## src/rtl/path_mon_pkg.sv

```systemverilog
// Shared types for the path delay monitor: FSM state encoding and sizing helper.
// PATH_MON_SAMPLE_LOG_EN (default undefined) adds the sampleLog output to path_delay_monitor.
package path_mon_pkg;

  typedef enum logic [2:0] {
    ST_IDLE   = 3'd0,
    ST_LAUNCH = 3'd1,
    ST_WAIT   = 3'd2,
    ST_CHECK  = 3'd3,
    ST_SETTLE = 3'd4,
    ST_DONE   = 3'd5
  } state_t;

  function automatic int max2(input int a, input int b);
    return (a > b) ? a : b;
  endfunction

endpackage

```

## src/rtl/pathmon_sat_counter.sv

```systemverilog
// Saturating up-counter with synchronous clear; holds at all-ones instead of wrapping.
module pathmon_sat_counter #(
  parameter int WIDTH = 16
) (
  input  logic             clk,
  input  logic             rst,
  input  logic             clr,
  input  logic             inc,
  output logic [WIDTH-1:0] count
);

  always_ff @(posedge clk) begin
    if (rst || clr) begin
      count <= '0;
    end else if (inc && (count != {WIDTH{1'b1}})) begin
      count <= count + WIDTH'(1);
    end
  end

endmodule

```

## src/rtl/path_delay_monitor.sv

```systemverilog
// Launch/capture controller around a delay chain: toggles the chain input, samples its output
// CAPTURE_CYCLES edges later and counts late arrivals. PATH_MON_SAMPLE_LOG_EN adds sampleLog.
module path_delay_monitor
  import path_mon_pkg::*;
#(
  parameter int CAPTURE_CYCLES = 1,
  parameter int SETTLE_CYCLES  = 4,
  parameter int TRIALS         = 256,
  parameter int THRESH         = 8,
  parameter int CNT_W          = 16
) (
  input  logic             clk,
  input  logic             rst,
  input  logic             start,
  output logic             pathLaunch,
  input  logic             pathCapture,
  output logic             busy,
  output logic             done,
  output logic [CNT_W-1:0] errCount,
  output logic             alarm
`ifdef PATH_MON_SAMPLE_LOG_EN
  ,
  output logic [7:0]       sampleLog
`endif
);

  localparam int TRIAL_W = $clog2(TRIALS + 1);
  localparam int WAIT_W  = $clog2(max2(CAPTURE_CYCLES, SETTLE_CYCLES) + 1);

  state_t             state;
  logic [TRIAL_W-1:0] trial_cnt;
  logic [WAIT_W-1:0]  wait_cnt;
  logic               expected;
  logic               cap_reg;
  logic               accept;
  logic               mismatch;

  assign accept   = (state == ST_IDLE) && start;
  assign mismatch = cap_reg ^ expected;

  pathmon_sat_counter #(.WIDTH(CNT_W)) u_err_cnt (
    .clk   (clk),
    .rst   (rst),
    .clr   (accept),
    .inc   ((state == ST_CHECK) && mismatch),
    .count (errCount)
  );

  always_ff @(posedge clk) begin
    if (rst) begin
      state      <= ST_IDLE;
      pathLaunch <= 1'b0;
      expected   <= 1'b0;
      cap_reg    <= 1'b0;
      busy       <= 1'b0;
      done       <= 1'b0;
      alarm      <= 1'b0;
      trial_cnt  <= '0;
      wait_cnt   <= '0;
    end else begin
      done <= 1'b0;
      case (state)
        ST_IDLE: begin
          if (start) begin
            alarm     <= 1'b0;
            trial_cnt <= '0;
            busy      <= 1'b1;
            state     <= ST_LAUNCH;
          end
        end
        ST_LAUNCH: begin
          pathLaunch <= ~pathLaunch;
          expected   <= ~pathLaunch;
          wait_cnt   <= WAIT_W'(CAPTURE_CYCLES - 1);
          state      <= ST_WAIT;
        end
        ST_WAIT: begin
          // the chain output is taken raw: the sampling edge itself is what is being measured
          if (wait_cnt == '0) begin
            cap_reg <= pathCapture;
            state   <= ST_CHECK;
          end else begin
            wait_cnt <= wait_cnt - WAIT_W'(1);
          end
        end
        ST_CHECK: begin
          trial_cnt <= trial_cnt + TRIAL_W'(1);
          if (trial_cnt == TRIAL_W'(TRIALS - 1)) begin
            busy  <= 1'b0;
            done  <= 1'b1;
            state <= ST_DONE;
          end else if (SETTLE_CYCLES == 0) begin
            state <= ST_LAUNCH;
          end else begin
            wait_cnt <= WAIT_W'(SETTLE_CYCLES - 1);
            state    <= ST_SETTLE;
          end
        end
        ST_SETTLE: begin
          if (wait_cnt == '0) begin
            state <= ST_LAUNCH;
          end else begin
            wait_cnt <= wait_cnt - WAIT_W'(1);
          end
        end
        ST_DONE: begin
          alarm <= (32'(errCount) >= 32'(THRESH));
          state <= ST_IDLE;
        end
        default: state <= ST_IDLE;
      endcase
    end
  end

`ifdef PATH_MON_SAMPLE_LOG_EN
  always_ff @(posedge clk) begin
    if (rst || accept) begin
      sampleLog <= 8'd0;
    end else if (state == ST_CHECK) begin
      sampleLog <= {sampleLog[6:0], mismatch};
    end
  end
`endif

endmodule

```

## config.mk

```make
export PLATFORM = sky130hd
export DESIGN_NAME = path_delay_monitor
export DESIGN_NICKNAME = d
export VERILOG_FILES = /design/src/rtl/path_mon_pkg.sv /design/src/rtl/pathmon_sat_counter.sv /design/src/rtl/path_delay_monitor.sv
export SDC_FILE = /design/constraint.sdc
export NUM_CORES = 1
export LEC_CHECK = 0
export CORE_UTILIZATION = 40
export CTS_BUF_LIST = sky130_fd_sc_hd__clkbuf_8
export CTS_CLUSTER_SIZE = 28
export DETAILED_ROUTE_END_ITERATION = 7
export GPL_ROUTABILITY_DRIVEN = 0
export GPL_TIMING_DRIVEN = 1
export HOLD_SLACK_MARGIN = 0.05
export PLACE_DENSITY = 0.61
export REMOVE_ABC_BUFFERS = 1
export SLEW_MARGIN = 10
export SYNTH_ARGS = -nofsm -noshare
export SYNTH_HDL_FRONTEND = slang
export SYNTH_SLANG_ARGS = --single-unit
```

## constraint.sdc

```tcl
create_clock -name clk -period 2.35 [get_ports clk]
set_clock_uncertainty 0.05 [all_clocks]
set_input_delay 0.47 -clock clk [delete_from_list [all_inputs] [get_ports clk]]
set_output_delay 0.47 -clock clk [all_outputs]
set_load 0.01 [all_outputs]
```

# Yosys cells after proc, flatten, opt, wreduce, memory -nomap -nowiden

Cells that the tools add are included.

Output and inout port bits: 20
Input port bits: 4
Word-level logic and storage cells: 62
Bits in registers: 36

Muxes and demuxes: 16
Reduce and logical (&&, ||, !) cells: 17
Bitwise operators: 3
Equality and inequality tests: 13
Add/subtract/negate cells: 3
Magnitude comparators: 1

Operator list:

| cell                  | number |
|---|---|
| $pmux 9 s2            | 1 |
| $add 16x1->16 const B | 1 |
| $ge 16x4->1 const B   | 1 |
| $ne 16x16->1 const B  | 1 |
| $mux 3                | 5 |
| $pmux 3 s5            | 1 |
| $ne 2x2->1 const B    | 5 |
| $add 9x1->9 const B   | 1 |
| $eq 9x8->1 const B    | 1 |
| $mux 9                | 1 |
| $pmux 3 s3            | 1 |
| $reduce_and 3->1      | 3 |
| $eq 3x2->1 const B    | 2 |
| $eq 3x3->1 const B    | 2 |
| $logic_not 3->1       | 2 |
| $reduce_and 2->1      | 3 |
| $mux 1                | 5 |
| $pmux 1 s2            | 2 |
| $reduce_bool 2->1     | 2 |
| $reduce_or 2->1       | 2 |
| $eq 3x1->1 const B    | 1 |
| $logic_and 1x1->1     | 3 |
| $reduce_bool 3->1     | 1 |
| $sub 3x1->3 const B   | 1 |
| other kinds (4)       | 5 |

# Longest topological paths before layout

Depth in word-level cells: 4
Mapped depth: 8

# Modules after synthesis

Synthesis repeated with hierarchy kept, for this count alone.

Cells, all modules: 222
Area total of the unflattened synthesis: 1,985.7 sq um

Modules (own cells, without submodules):

| module              | times used | cells each | area an instance (sq um) |
|---|---|---|---|
| path_delay_monitor  | 1          | 127        | 1,138.6 |
| pathmon_sat_counter | 1          | 95         | 847.1 |

# Worst setup path before layout

No wires, ideal clock.

Path kind: reg2reg
Start: register expected
End: register u_err_cnt.count[9]
Arrival: 1,800 ps
Period minus slack after synthesis: 1,920 ps
Stages on the path, launching flop included: 6
Setup time: 70 ps
Data required time: 2,230 ps
Path slack: 430 ps
Cell sequence: dfxtp_1 -> xnor2_1 -> or4_4 -> buf_6 -> or4_1 -> a21oi_1

Word-level cells in the longest chain between the ends: 3

Ends and longest elaborated chain:

| item                   | RTL line                  | text |
|---|---|---|
| start, declared        | path_delay_monitor.sv:33  | `logic expected;` |
| start signal, assigned | path_delay_monitor.sv:73  | `expected <= ~pathLaunch;` |
| $xor 1x1->1            | path_delay_monitor.sv:39  | `assign mismatch = cap_reg ^ expected;` |
| $logic_and 1x1->1      | path_delay_monitor.sv:45  | `.inc ((state == ST_CHECK) && mismatch),` |
| $logic_and 1x1->1      | pathmon_sat_counter.sv:15 | `end else if (inc && (count != {WIDTH{1'b1}})) begin` |
| end signal, assigned   | pathmon_sat_counter.sv:16 | `count <= count + WIDTH'(1);` |
| end, declared          | pathmon_sat_counter.sv:9  | `output logic [WIDTH-1:0] count` |

No other way between the ends.
A chain may end at the register's enable or synchronous reset.

# Final worst setup path

Start: register state[0]
End: register u_err_cnt.count[9]

Word-level cells in the longest chain between the ends: 3
Elaborated cells on any way between the ends: 6
Classes of those cells: 1 x eq/ne; 5 x reduce/logical

Ends and longest elaborated chain:

| item                                                         | RTL line                                             | text |
|---|---|---|
| start, declared                                              | path_delay_monitor.sv:30                             | `state_t state;` |
| start signal, assigned                                       | path_delay_monitor.sv:51                             | `state <= ST_IDLE;` |
| start signal, assigned                                       | path_delay_monitor.sv:68                             | `state <= ST_LAUNCH;` |
| start signal, assigned                                       | path_delay_monitor.sv:75                             | `state <= ST_WAIT;` |
| $eq 3x2->1 / $logic_not 3->1 (equally long branches)         | path_delay_monitor.sv:45, path_delay_monitor.sv:38   |  |
| $logic_and 1x1->1, on equally long branches                  | path_delay_monitor.sv:45, path_delay_monitor.sv:38   |  |
| $logic_and 1x1->1 / $logic_or 1x1->1 (equally long branches) | pathmon_sat_counter.sv:15, pathmon_sat_counter.sv:13 |  |

Parallel ways exist; a longest one is shown, timed or not.

==> impl_metrics.csv <==
group,metric,value,unit
detailed_routing,via_count,1751,
power,swShare,27.4,%
clock_tree,clkLatencyLatePin,0.29,ns
layout,largest_reg_flops,16,
yosys,ys_seq_area_share,38.6,%
sta,fin_crit_sh,87.7,%
clock_tree,clockBufferDepth,2,
power,power.internal,1.02,mW
yosys,synth-edff-count,0,
layout,top_regs,"u_err_cnt.count: 16 flops, trial_cnt: 9 flops",
floorplan,die_w,70.3,microns
critical_path,cp-start-kind,"flip-flop",
layout,multi_input_area,1070,sq um
yosys,yosys_warnings,0,
yosys,ys.flop_type,"dfxtp_1",
place,dp_slack,0.181,ns
clock_tree,cts_tree,"built",
floorplan,dieArea,4940,sq um
detailed_routing,drt_iter0_drc,148,
layout,top_register,"u_err_cnt.count",
clock_tree,hold_buffers,0,
grt,grt_pass1_vias,1518,
grt,busiest_layer,"met2",
yosys,syn-instance-count,226,
clock_tree,cts_resized,0,
critical_path,required,2.53,ns
sta,rsz0062_at_grt,"false",
yosys,synth-seq-cells,36,
detailed_routing,viasPerCell,5.72,
sta,setup_ws,0.289,ns
clock_tree,cts.sinks,36,
detailed_routing,drtAntennaViolNets,0,
sta,holdWs,0.437,ns
min_path,hp-class,"flip-flop to flip-flop",
power,p_leak,0.758,nW
detailed_routing,drc,0,
floorplan,ios,24,
sta,setup_viol,0,
grt,globalRouteTotalUtil,18.0,%
run,drv_cap,0,
grt,grt_first_pass_wirelength,7070,microns
grt,grt_max_degree,13,
sta,period_minus_slack,2.06,ns
place,dp_hpwl,3090,microns
layout,antenna_cells,0,
power,switchingPower,383,uW
power,power_frac_seq,47.9,%
critical_path,critPathCaptureType,"flip-flop",
floorplan,rows,24,
sta,final-hold-violation-count,0,
clock_tree,cts-root-buf,"clkbuf_8",
clock_tree,clk_pin_slew,0.08,ns
clock_tree,post_cts_buffers,0,
critical_path,worst_ep_arrival_time,2.24,ns
floorplan,die_y,70.3,microns
grt,use_met3,3.75,%
layout,seqCellArea,721,sq um
grt,met1_usage,24.7,%
critical_path,crit_fanout,10,
clock_tree,cts_max_level,2,
sta,fin_tns_setup,0,ns
yosys,synth-async-reset-ratio,0,%
sta,tightest_slew,0.546,ns
sta,max_freq,485,MHz
power,clkPwrFrac,33.8,%
yosys,synth_cell_types,44,
sta,final-max-slew-violation-count,0,
critical_path,critPathKind,"flip-flop to flip-flop",
power,pwr-share-comb,18.3,%
detailed_routing,wl,4230,microns
detailed_routing,wire_per_inst,13.8,microns
grt,grt_use_met2,27.3,%
floorplan,core,4410,sq um
layout,fillers,438,
sta,slew-limit-headroom,63.5,%
yosys,syn_area_per_cell,8.25,sq um
layout,nNetsFinal,264,
power,max-vdd-ir-drop,0.368,mV
layout,syn_to_final_growth,22.5,%
detailed_routing,dr.pass1.iters,4,
place,portBuffers,23,
clock_tree,cts_buffers,5,
floorplan,start_util,42.3,%
power,powerDensity,613,nW/um^2
layout,layout-drive-gt1-share,7.87,%
run_status,outcome,"completed",
yosys,synthesis.area,1870,sq um
grt,grt_overflow,0,
grt,antenna_found_initial,0,
-- cells in the final DEF (no fill, tap or decap), types with 2 or more instances in the layout --
cell             netlist  routed
mux2i_1                4       4
nor3_1                 9       9
nor4_1                 6       6
o31ai_1                4       4
nand3b_1               2       2
or4_1                  4       4
o21a_1                 3       3
ha_1                   6       6
nand2_1               19      19
dfxtp_1               36      36
a211oi_1               3       3
or3_1                  8       8
o41ai_1                2       2
o32ai_1                2       2
nor2b_1                2       2
clkbuf_8               0       7
mux2_2                 2       2
buf_4                  0       7
and4_1                 5       5
inv_1                  7       7
xnor2_1                4       4
a21oi_1               18      18
nand4_1                7       7
clkdlybuf4s50_1        0      23
nor2_1                29      29
nand3_1                7       7
o311ai_0               3       3
o31a_1                 3       3
o21ai_0                6       6
-- cells by family after synthesis --
group                    share of synthesized area [%]
flip-flops                                        38.6
adder cells (fa/ha/maj)                           4.02
AO/OA/AOI/OAI                                     17.4
buffers and inverters                             3.82
AND/OR/NAND/NOR                                   30.4
multiplexers                                      3.35
XOR/XNOR                                          2.35
-- metrics by stage --
stage                     power (mW)  utilization [%]  instance area, sq um  cells
after floorplan                0.843                -                  1820    216
after global placement         0.939             49.6                  2190    299
after detailed placement       0.941             49.6                  2190    299
after CTS                       1.41             51.8                  2280    306
after global routing            1.47             51.8                  2280    306
final                           1.40             51.8                  2280    306
-- worst paths after layout --
kind         cells after the start                         endpoint                 startpoint  slack (ns)
max reg2reg                      4  u_err_cnt.count[9]$_SDFFE_PP0P_      state[0]$_SDFFE_PP0P_        0.29
max                              4  u_err_cnt.count[9]$_SDFFE_PP0P_      state[0]$_SDFFE_PP0P_        0.29
min                              2        trial_cnt[8]$_SDFFE_PP0P_  trial_cnt[8]$_SDFFE_PP0P_        0.44
min reg2reg                      2        trial_cnt[8]$_SDFFE_PP0P_  trial_cnt[8]$_SDFFE_PP0P_        0.44
-- worst max-delay path, cell delays in order (launching register included) --
cell      delay [ns]
dfxtp_1         0.51
nand3b_1        0.14
or4_4           0.64
or4_1           0.52
a21oi_1         0.14
-- cells in the mapped netlist (all sizes together) (3+ instances only) --
cell / n / area share, %
nand4: 7 / 2.3
inv: 7 / 1.4
mux2i: 4 / 2.1
a211oi: 3 / 1.2
clkbuf: 8 / 1.6
nand3: 7 / 1.9
o31a: 3 / 1.4
or4: 5 / 2.2
and4: 5 / 2.3
dfxtp: 36 / 39
nor3: 9 / 2.4
xnor2: 4 / 1.9
or3: 8 / 2.7
o31ai: 4 / 1.6
nand2: 19 / 3.8
nor2: 29 / 5.8
o311ai: 3 / 1.4
o21ai: 6 / 1.6
ha: 6 / 4.0
a21oi: 18 / 4.8
nor4: 6 / 2.0
o21a: 3 / 1.2
-- metal layers --
layer,share of wire [%],routed length [microns],vias to the layer above
met5,0,0,-
met4,1.4,59,0
met3,3.9,163,5
met2,45,1890,35
met1,50,2120,812
li1,-,-,899
-- power groups by stage --
| stage | clock network [mW] | logic, mW | registers, mW |
|---|---|---|---|
| floorplan | 0 | 0.155 | 0.689 |
| global placement | 0 | 0.253 | 0.685 |
| detailed placement | 0 | 0.256 | 0.685 |
| CTS | 0.482 | 0.258 | 0.671 |
| global route | 0.510 | 0.288 | 0.677 |
| finish | 0.472 | 0.257 | 0.670 |
-- final cells by class --
class / instances / share of cell area (%)
Tap cell: 52 / 2.85
Sequential cell: 36 / 31.5
Clock buffer: 7 / 4.22
Multi-Input combinational cell: 173 / 47.0
Timing Repair Buffer: 31 / 13.3
Inverter: 7 / 1.15
Note: power is estimated with default switching activity, not from simulation.
